$ cat config.mk
export PLATFORM = sky130hd
export DESIGN_NAME = push_button_conditioner_flat
export DESIGN_NICKNAME = d
export VERILOG_FILES = /design/src/rtl/push_button_conditioner_pkg.sv /design/src/rtl/push_button_conditioner_if.sv /design/src/rtl/push_button_channel.sv /design/src/rtl/push_button_conditioner.sv /design/src/flat_wrapper.sv
export SDC_FILE = /design/constraint.sdc
export NUM_CORES = 1
export LEC_CHECK = 0
export BUFFER_PORTS_ARGS = -buffer_cell sky130_fd_sc_hd__buf_2
export CAP_MARGIN = 20
export CORE_UTILIZATION = 50
export DETAILED_ROUTE_END_ITERATION = 10
export PLACE_DENSITY = 0.71
export SLEW_MARGIN = 20
export SYNTH_ARGS = -nofsm -noshare
export SYNTH_HDL_FRONTEND = slang
export SYNTH_HIERARCHICAL = 1
export SYNTH_SLANG_ARGS = --single-unit
$ cat constraint.sdc
create_clock -name clk -period 2.35 [get_ports clk]
set_clock_uncertainty 0.1 [all_clocks]
set_input_delay 0.235 -clock clk [delete_from_list [all_inputs] [get_ports clk]]
set_output_delay 0.235 -clock clk [all_outputs]
set_load 0.01 [all_outputs]
$ cat src/rtl/push_button_conditioner_pkg.sv
// Shared definitions for the push-button conditioner: button indices,
// channel FSM encoding, counter width and the per-channel pulse bundle.
package push_button_conditioner_pkg;

    localparam int NUM_BTN = 5;
    localparam int CNT_W   = 16;

    localparam int BTN_U = 0;
    localparam int BTN_D = 1;
    localparam int BTN_L = 2;
    localparam int BTN_R = 3;
    localparam int BTN_M = 4;

    typedef logic [CNT_W-1:0] cnt_t;

    typedef enum logic [1:0] {
        ST_IDLE       = 2'd0,
        ST_DB_PRESS   = 2'd1,
        ST_PRESSED    = 2'd2,
        ST_DB_RELEASE = 2'd3
    } btn_state_e;

    // One-cycle event pulses produced by a channel ("release" is a reserved word).
    typedef struct packed {
        logic press;
        logic rel;
        logic step;
    } btn_evt_t;

endpackage

$ cat src/rtl/push_button_conditioner_if.sv
// Button bundle: raw inputs in, conditioned level and pulses out.
interface push_button_conditioner_if;
    import push_button_conditioner_pkg::*;

    logic [NUM_BTN-1:0] push_raw;
    logic [NUM_BTN-1:0] level;
    logic [NUM_BTN-1:0] press;
    logic [NUM_BTN-1:0] released;
    logic [NUM_BTN-1:0] step;
    logic               any_press;

    // Source of the raw buttons and consumer of the conditioned signals.
    modport master (
        output push_raw,
        input  level, press, released, step, any_press
    );

    // The conditioner itself.
    modport slave (
        input  push_raw,
        output level, press, released, step, any_press
    );
endinterface

$ cat src/rtl/push_button_channel.sv
// One button: 2-flop synchronizer, debounce FSM, hold/auto-repeat counter.
module push_button_channel
    import push_button_conditioner_pkg::*;
#(
    parameter logic [15:0] DEBOUNCE_CYCLES = 16'd50000,
    parameter logic [15:0] REPEAT_DELAY    = 16'd50000,
    parameter logic [15:0] REPEAT_PERIOD   = 16'd12500
) (
    input  logic     clk,
    input  logic     resetn,
    input  logic     raw,
    output logic     level,
    output btn_evt_t evt
);

    localparam cnt_t           DB_LAST  = cnt_t'(DEBOUNCE_CYCLES - 16'd1);
    localparam logic [CNT_W:0] RPT_WRAP = {1'b0, REPEAT_DELAY} + {1'b0, REPEAT_PERIOD};

    logic [1:0]     sync_pipe;
    logic           btn;
    btn_state_e     state;
    cnt_t           db_cnt;
    cnt_t           hold_cnt;
    logic [CNT_W:0] hold_inc;
    logic           hit_first;
    logic           hit_wrap;
    logic           rpt_hit;
    cnt_t           hold_next;

    assign btn = sync_pipe[1];

    // Metastability guard: raw is asynchronous to clk.
    always_ff @(posedge clk or negedge resetn) begin
        if (!resetn) sync_pipe <= '0;
        else         sync_pipe <= {sync_pipe[0], raw};
    end

    // Hold advance: first repeat at REPEAT_DELAY, then the counter folds back
    // to REPEAT_DELAY every REPEAT_PERIOD so it never overflows.
    always_comb begin
        hold_inc  = {1'b0, hold_cnt} + (CNT_W+1)'(1);
        hit_first = (hold_inc == {1'b0, REPEAT_DELAY});
        hit_wrap  = (hold_inc == RPT_WRAP);
        rpt_hit   = hit_first | hit_wrap;
        hold_next = hit_wrap ? REPEAT_DELAY : hold_inc[CNT_W-1:0];
    end

    // Debounce/hold FSM with registered level and pulses.
    always_ff @(posedge clk or negedge resetn) begin
        if (!resetn) begin
            state    <= ST_IDLE;
            db_cnt   <= '0;
            hold_cnt <= '0;
            level    <= 1'b0;
            evt      <= '0;
        end else begin
            evt <= '0;
            case (state)
                ST_IDLE: begin
                    if (btn) begin
                        state  <= ST_DB_PRESS;
                        db_cnt <= '0;
                    end
                end
                ST_DB_PRESS: begin
                    if (!btn) begin
                        state <= ST_IDLE;
                    end else if (db_cnt == DB_LAST) begin
                        state     <= ST_PRESSED;
                        evt.press <= 1'b1;
                        evt.step  <= 1'b1;
                        level     <= 1'b1;
                        hold_cnt  <= '0;
                    end else begin
                        db_cnt <= db_cnt + CNT_W'(1);
                    end
                end
                ST_PRESSED: begin
                    if (!btn) begin
                        // hold_cnt is left untouched: frozen while release debounces
                        state  <= ST_DB_RELEASE;
                        db_cnt <= '0;
                    end else begin
                        hold_cnt <= hold_next;
                        evt.step <= rpt_hit;
                    end
                end
                ST_DB_RELEASE: begin
                    if (btn) begin
                        // glitch: resume the hold where it stopped, no new press
                        state    <= ST_PRESSED;
                        hold_cnt <= hold_next;
                        evt.step <= rpt_hit;
                    end else if (db_cnt == DB_LAST) begin
                        state   <= ST_IDLE;
                        evt.rel <= 1'b1;
                        level   <= 1'b0;
                    end else begin
                        db_cnt <= db_cnt + CNT_W'(1);
                    end
                end
                default: state <= ST_IDLE;
            endcase
        end
    end

endmodule

$ cat src/rtl/push_button_conditioner.sv
// Five independent debounced/auto-repeating button channels.
module push_button_conditioner
    import push_button_conditioner_pkg::*;
#(
    parameter logic [15:0] DEBOUNCE_CYCLES = 16'd50000,
    parameter logic [15:0] REPEAT_DELAY    = 16'd50000,
    parameter logic [15:0] REPEAT_PERIOD   = 16'd12500
) (
    input  logic                      clk,
    input  logic                      resetn,
    push_button_conditioner_if.slave  bus
);

    btn_evt_t [NUM_BTN-1:0] evt;
    logic     [NUM_BTN-1:0] level;
    logic     [NUM_BTN-1:0] press;
    logic     [NUM_BTN-1:0] rel;
    logic     [NUM_BTN-1:0] step;

    for (genvar i = 0; i < NUM_BTN; i++) begin : g_ch
        push_button_channel #(
            .DEBOUNCE_CYCLES (DEBOUNCE_CYCLES),
            .REPEAT_DELAY    (REPEAT_DELAY),
            .REPEAT_PERIOD   (REPEAT_PERIOD)
        ) u_ch (
            .clk    (clk),
            .resetn (resetn),
            .raw    (bus.push_raw[i]),
            .level  (level[i]),
            .evt    (evt[i])
        );
    end

    // Split the per-channel pulse bundles into per-signal vectors.
    always_comb begin
        press = '0;
        rel   = '0;
        step  = '0;
        for (int i = 0; i < NUM_BTN; i++) begin
            press[i] = evt[i].press;
            rel[i]   = evt[i].rel;
            step[i]  = evt[i].step;
        end
    end

    assign bus.level     = level;
    assign bus.press     = press;
    assign bus.released  = rel;
    assign bus.step      = step;
    assign bus.any_press = |press;

endmodule

$ cat src/flat_wrapper.sv
// flat-port wrapper written by rule: the top's interface ports become plain ports
module push_button_conditioner_flat import push_button_conditioner_pkg::*;
#(
    parameter logic [15:0] DEBOUNCE_CYCLES = 16'd50000,
    parameter logic [15:0] REPEAT_DELAY    = 16'd50000,
    parameter logic [15:0] REPEAT_PERIOD   = 16'd12500
)
  (clk, resetn, bus_push_raw, bus_level, bus_press, bus_released, bus_step, bus_any_press);
  push_button_conditioner_if bus_i ();
  input  logic clk;
  input  logic resetn;
  input wire logic [$bits(bus_i.push_raw)-1:0] bus_push_raw;
  output wire logic [$bits(bus_i.level)-1:0] bus_level;
  output wire logic [$bits(bus_i.press)-1:0] bus_press;
  output wire logic [$bits(bus_i.released)-1:0] bus_released;
  output wire logic [$bits(bus_i.step)-1:0] bus_step;
  output wire logic [$bits(bus_i.any_press)-1:0] bus_any_press;
  assign bus_i.push_raw = bus_push_raw;
  assign bus_level = bus_i.level;
  assign bus_press = bus_i.press;
  assign bus_released = bus_i.released;
  assign bus_step = bus_i.step;
  assign bus_any_press = bus_i.any_press;
  push_button_conditioner #(.DEBOUNCE_CYCLES(DEBOUNCE_CYCLES), .REPEAT_DELAY(REPEAT_DELAY), .REPEAT_PERIOD(REPEAT_PERIOD)) u_core (.clk(clk), .resetn(resetn), .bus(bus_i));
endmodule
==> impl_metrics.xml <==
<?xml version="1.0" encoding="UTF-8"?>
<metrics>
  <group name="synthesis">
    <metric name="syn-mean-instance-area" unit="um2">9.37</metric>
    <metric name="synth-main-ff-cell" unit="">sky130_fd_sc_hd__dfrtp_1</metric>
    <metric name="synth-edff-count" unit="">0</metric>
    <metric name="postSynthCellCount" unit="">1238</metric>
    <metric name="synth-seq-area-share" unit="%">43.2</metric>
    <metric name="yosysWarnings" unit="">6</metric>
    <metric name="syn_nets" unit="">1260</metric>
    <metric name="ys_async_sr_fraction" unit="%">100</metric>
    <metric name="syn_area" unit="um2">11600</metric>
    <metric name="ys_types" unit="">75</metric>
    <metric name="synth-seq-cells" unit="">200</metric>
  </group>
  <group name="placement">
    <metric name="final_gp_congestion" unit="">0.920</metric>
    <metric name="detailed_place_hpwl" unit="um">19000</metric>
    <metric name="io_buffers" unit="">27</metric>
    <metric name="place_worst_setup_slack" unit="ns">-0.0974</metric>
    <metric name="place.detailed.instances" unit="">1687</metric>
  </group>
  <group name="route">
    <metric name="antenna_violating_nets_post_route" unit="">0</metric>
    <metric name="post-route-drc-count" unit="">0</metric>
    <metric name="drt_iter0_markers" unit="">683</metric>
    <metric name="post_drt_wl_per_cell" unit="um">16.1</metric>
    <metric name="avgViaCountPerCell" unit="">5.83</metric>
    <metric name="dr_total_vias" unit="">10200</metric>
    <metric name="routed_wl" unit="um">28100</metric>
    <metric name="first_pass_iters" unit="">5</metric>
  </group>
  <group name="layout">
    <metric name="layout_common_cells" unit="">sky130_fd_sc_hd__buf_4, sky130_fd_sc_hd__dfrtp_1, sky130_fd_sc_hd__nor2_1, sky130_fd_sc_hd__nand2_1, sky130_fd_sc_hd__nand3_1</metric>
    <metric name="mostFrequentLayoutCell" unit="">sky130_fd_sc_hd__buf_4</metric>
    <metric name="final_cells" unit="">1750</metric>
    <metric name="area_growth" unit="%">26.8</metric>
    <metric name="layout-drive-gt1-share" unit="%">29.4</metric>
    <metric name="postLayoutCoreUtil" unit="%">64.8</metric>
    <metric name="antennaDiodeCount" unit="">0</metric>
    <metric name="layout.nets" unit="">1474</metric>
    <metric name="final.fill_count" unit="">1727</metric>
  </group>
  <group name="clock_network">
    <metric name="cts-htree-levels" unit="">4</metric>
    <metric name="cts_clk_pin_slew_worst_paths" unit="ns">0.08</metric>
    <metric name="tritoncts" unit="">yes</metric>
    <metric name="cts_num_sinks" unit="">200</metric>
    <metric name="clk_latency" unit="ns">0.43</metric>
    <metric name="root_driver" unit="">sky130_fd_sc_hd__clkbuf_16</metric>
    <metric name="cts-root-to-sink-buffers" unit="">2</metric>
    <metric name="cts-buffers-inserted" unit="">17</metric>
  </group>
  <group name="worst_setup_path">
    <metric name="critical-path-top-delay-family" unit="">compound AO/OA/AOI/OAI gates</metric>
    <metric name="crit_path_end_kind" unit="">register</metric>
    <metric name="rr_worst_depth" unit="">9</metric>
    <metric name="crit_path_top_delay_cell" unit="">sky130_fd_sc_hd__dfrtp_2</metric>
    <metric name="crit_start" unit="">u_core/g_ch[2].u_ch/hold_cnt[0]$_DFFE_PN0P_</metric>
    <metric name="arrival" unit="ns">2.64</metric>
    <metric name="cpPeakStageDelay" unit="ns">0.44</metric>
    <metric name="crit_type" unit="">register to register</metric>
    <metric name="path_buf_inv" unit="">1</metric>
    <metric name="worstPathMaxFanout" unit="">4</metric>
    <metric name="regToRegStartpoint" unit="">u_core/g_ch[2].u_ch/hold_cnt[0]$_DFFE_PN0P_</metric>
    <metric name="reg2reg_to" unit="">u_core/g_ch[2].u_ch/hold_cnt[5]$_DFFE_PN0P_</metric>
    <metric name="regToRegSetupSlack" unit="ns">-0.06</metric>
    <metric name="cp.required" unit="ns">2.57</metric>
    <metric name="critical_path_depth" unit="">9</metric>
    <metric name="timing.critical_path.to" unit="">u_core/g_ch[2].u_ch/hold_cnt[5]$_DFFE_PN0P_</metric>
    <metric name="crit_path_cell_trace" unit="">ha_4 &gt; nand3_4 &gt; buf_4 &gt; nor3b_1 &gt; o21ai_0 &gt; a22o_2 &gt; o21ai_4 &gt; nor2_2 &gt; a211o_1</metric>
    <metric name="setup.worst_path.start_class" unit="">register</metric>
  </group>
  <group name="run_status">
    <metric name="violations" unit="">negative setup slack</metric>
    <metric name="status" unit="">finished, violations left</metric>
  </group>
  <group name="power">
    <metric name="power.density_cell_area" unit="nW/um2">461</metric>
    <metric name="power.leakage" unit="nW">6.60</metric>
    <metric name="peakVddDrop" unit="uV">457</metric>
  </group>
  <group name="global_route">
    <metric name="grt_pass1_vias" unit="">9810</metric>
    <metric name="largest_net_degree_at_the_start_of_global_routing" unit="">58</metric>
    <metric name="globalRouteTotalUtil" unit="%">23.9</metric>
    <metric name="grt_pass1_wl" unit="um">46700</metric>
    <metric name="globalRouteOverflowTotal" unit="">0</metric>
    <metric name="number_of_antenna_violations_at_the_first_check_in_global_routing" unit="">0</metric>
  </group>
  <group name="floorplan">
    <metric name="placeableCoreArea" unit="um2">22700</metric>
    <metric name="die_h" unit="um">154</metric>
    <metric name="fp-row-count" unit="">55</metric>
    <metric name="die_width" unit="um">154</metric>
    <metric name="num_io_pins" unit="">28</metric>
    <metric name="die-area" unit="um2">23800</metric>
    <metric name="start_util" unit="%">51.1</metric>
  </group>
  <group name="sta">
    <metric name="layout_worst_path_cycle_share" unit="%">103</metric>
    <metric name="max_freq" unit="MHz">414</metric>
    <metric name="timing.final.setup_violations" unit="">7</metric>
    <metric name="rsz0062_at_grt" unit="">yes</metric>
    <metric name="finalMaxSlewViolations" unit="">0</metric>
    <metric name="worst_slew_margin_rel" unit="%">33.2</metric>
    <metric name="worst_slack" unit="ns">-0.0637</metric>
    <metric name="post-route-min-period" unit="ns">2.41</metric>
    <metric name="hold_viol_final" unit="">0</metric>
    <metric name="timing_worst_slew_pin_value" unit="ns">0.999</metric>
  </group>
  <group name="run">
    <metric name="max_cap_violations" unit="">0</metric>
  </group>
  <group name="worst_hold_path">
    <metric name="hold_class" unit="">input port to async pin</metric>
  </group>
</metrics>
## power by group
group | total, W | switching [W] | internal, W | leakage, nW
logic | 0.000256 | 0.000157 | 0.0000994 | 3.61
registers | 0.00355 | 0.0000589 | 0.00349 | 2.71
clock network | 0.00298 | 0.00134 | 0.00164 | 0.286
## area by class of cell
cell class,count,area (um2),area share (%)
Inverter,28,105,0.715
Clock buffer,20,457,3.11
Timing Repair Buffer,250,1920,13.1
Clock inverter,12,141,0.961
Sequential cell,200,5030,34.2
Multi-Input combinational cell,955,6690,45.5
Tap cell,285,357,2.42
## metal layers
| metal | vias to the layer above | wire, um | global-route usage, % |
|---|---|---|---|
| li1 | 4935 | - | - |
| met1 | 5009 | 12900 | 32.8 |
| met2 | 235 | 13800 | 39.4 |
| met3 | 28 | 995 | 3.70 |
| met4 | 0 | 342 | 6.88 |
| met5 | - | 0 | 0 |
## worst reg2reg max path, stage by stage (launching register included)
cell,delay (ns)
sky130_fd_sc_hd__dfrtp_2,0.44
sky130_fd_sc_hd__ha_4,0.18
sky130_fd_sc_hd__nand3_4,0.12
sky130_fd_sc_hd__buf_4,0.18
sky130_fd_sc_hd__nor3b_1,0.26
sky130_fd_sc_hd__o21ai_0,0.16
sky130_fd_sc_hd__a22o_2,0.36
sky130_fd_sc_hd__o21ai_4,0.24
sky130_fd_sc_hd__nor2_2,0.06
sky130_fd_sc_hd__a211o_1,0.22
## per-stage QoR
stage	hold slack, ns	power (W)	instance area (um2)	setup TNS, ns
floorplan	-0.161	0.00371	11700	-0.00847
CTS	0.223	0.00686	14200	-0.0127
global placement	0.119	0.00385	13400	-0.312
detailed placement	0.131	0.00386	13400	-0.915
finish	0.218	0.00679	14700	-0.236
global route	0.232	0.00705	14700	-2.91
## cells in the mapped netlist (all sizes together), types with 6 or more instances
| library cell | instances | area [um2] |
|---|---|---|
| dfrtp | 200 | 5000 |
| nor2 | 125 | 484 |
| nand2 | 110 | 413 |
| o21ai | 104 | 554 |
| nand3 | 93 | 485 |
| xor2 | 60 | 526 |
| xnor2 | 56 | 490 |
| nand4 | 45 | 375 |
| a21oi | 38 | 198 |
| nor3 | 37 | 185 |
| and3 | 30 | 188 |
| inv | 28 | 105 |
| buf | 27 | 169 |
| clkbuf | 27 | 105 |
| nor4 | 27 | 357 |
| a22o | 21 | 184 |
| a31oi | 18 | 113 |
| and2 | 18 | 114 |
| ha | 15 | 188 |
| nor4b | 14 | 123 |
| and4 | 13 | 115 |
| o31ai | 12 | 90.1 |
| nor3b | 10 | 75.1 |
| a211oi | 9 | 82.6 |
| or3 | 9 | 57.6 |
| a211o | 8 | 73.8 |
| a21o | 6 | 46.3 |
| o21a | 6 | 45.0 |
| or4b | 6 | 60.1 |
## logic make-up after synthesis
family,Yosys count,share of synthesized area (%)
and+or+nand+nor,567,28.2
muxes,2,0.194
DFF,200,43.2
adders and majority gates,15,1.62
buffers and inverters,83,3.34
xor gates and xnor gates,116,8.76
AOI/OAI and AO/OA,255,14.7
## worst min-delay path by stage
stage                                                               to  depth (start not counted)
final                     u_core/g_ch[2].u_ch/hold_cnt[15]$_DFFE_PN0P_                          2
after global routing      u_core/g_ch[2].u_ch/hold_cnt[15]$_DFFE_PN0P_                          2
after CTS                 u_core/g_ch[2].u_ch/hold_cnt[15]$_DFFE_PN0P_                          2
after detailed placement  u_core/g_ch[2].u_ch/hold_cnt[15]$_DFFE_PN0P_                          1
after global placement    u_core/g_ch[2].u_ch/hold_cnt[15]$_DFFE_PN0P_                          1
after floorplan                                              async pin                          0
## repair_timing
| action | 4_1_cts | 5_1_grt |
|---|---|---|
| gates resized for setup | 25 | 107 |
| pin swaps | 14 | 31 |
| endpoints found under the hold margin | 53 | 0 |
| endpoints found under the setup margin | 43 | 92 |
| buffers inserted | 4 | 21 |
| hold buffers | 6 | 0 |
## flip-flops by register name, summed over array words and instances (netlist names), named ones only
name	flops
u_core/g_ch.u_ch/db_cnt	80
u_core/g_ch.u_ch/hold_cnt	80
u_core/g_ch.u_ch/evt	15
u_core/g_ch.u_ch/sync_pipe	10
u_core/g_ch.u_ch/level	5
u_core/g_ch.u_ch/state	5
Power figures use the tool's default switching activity.
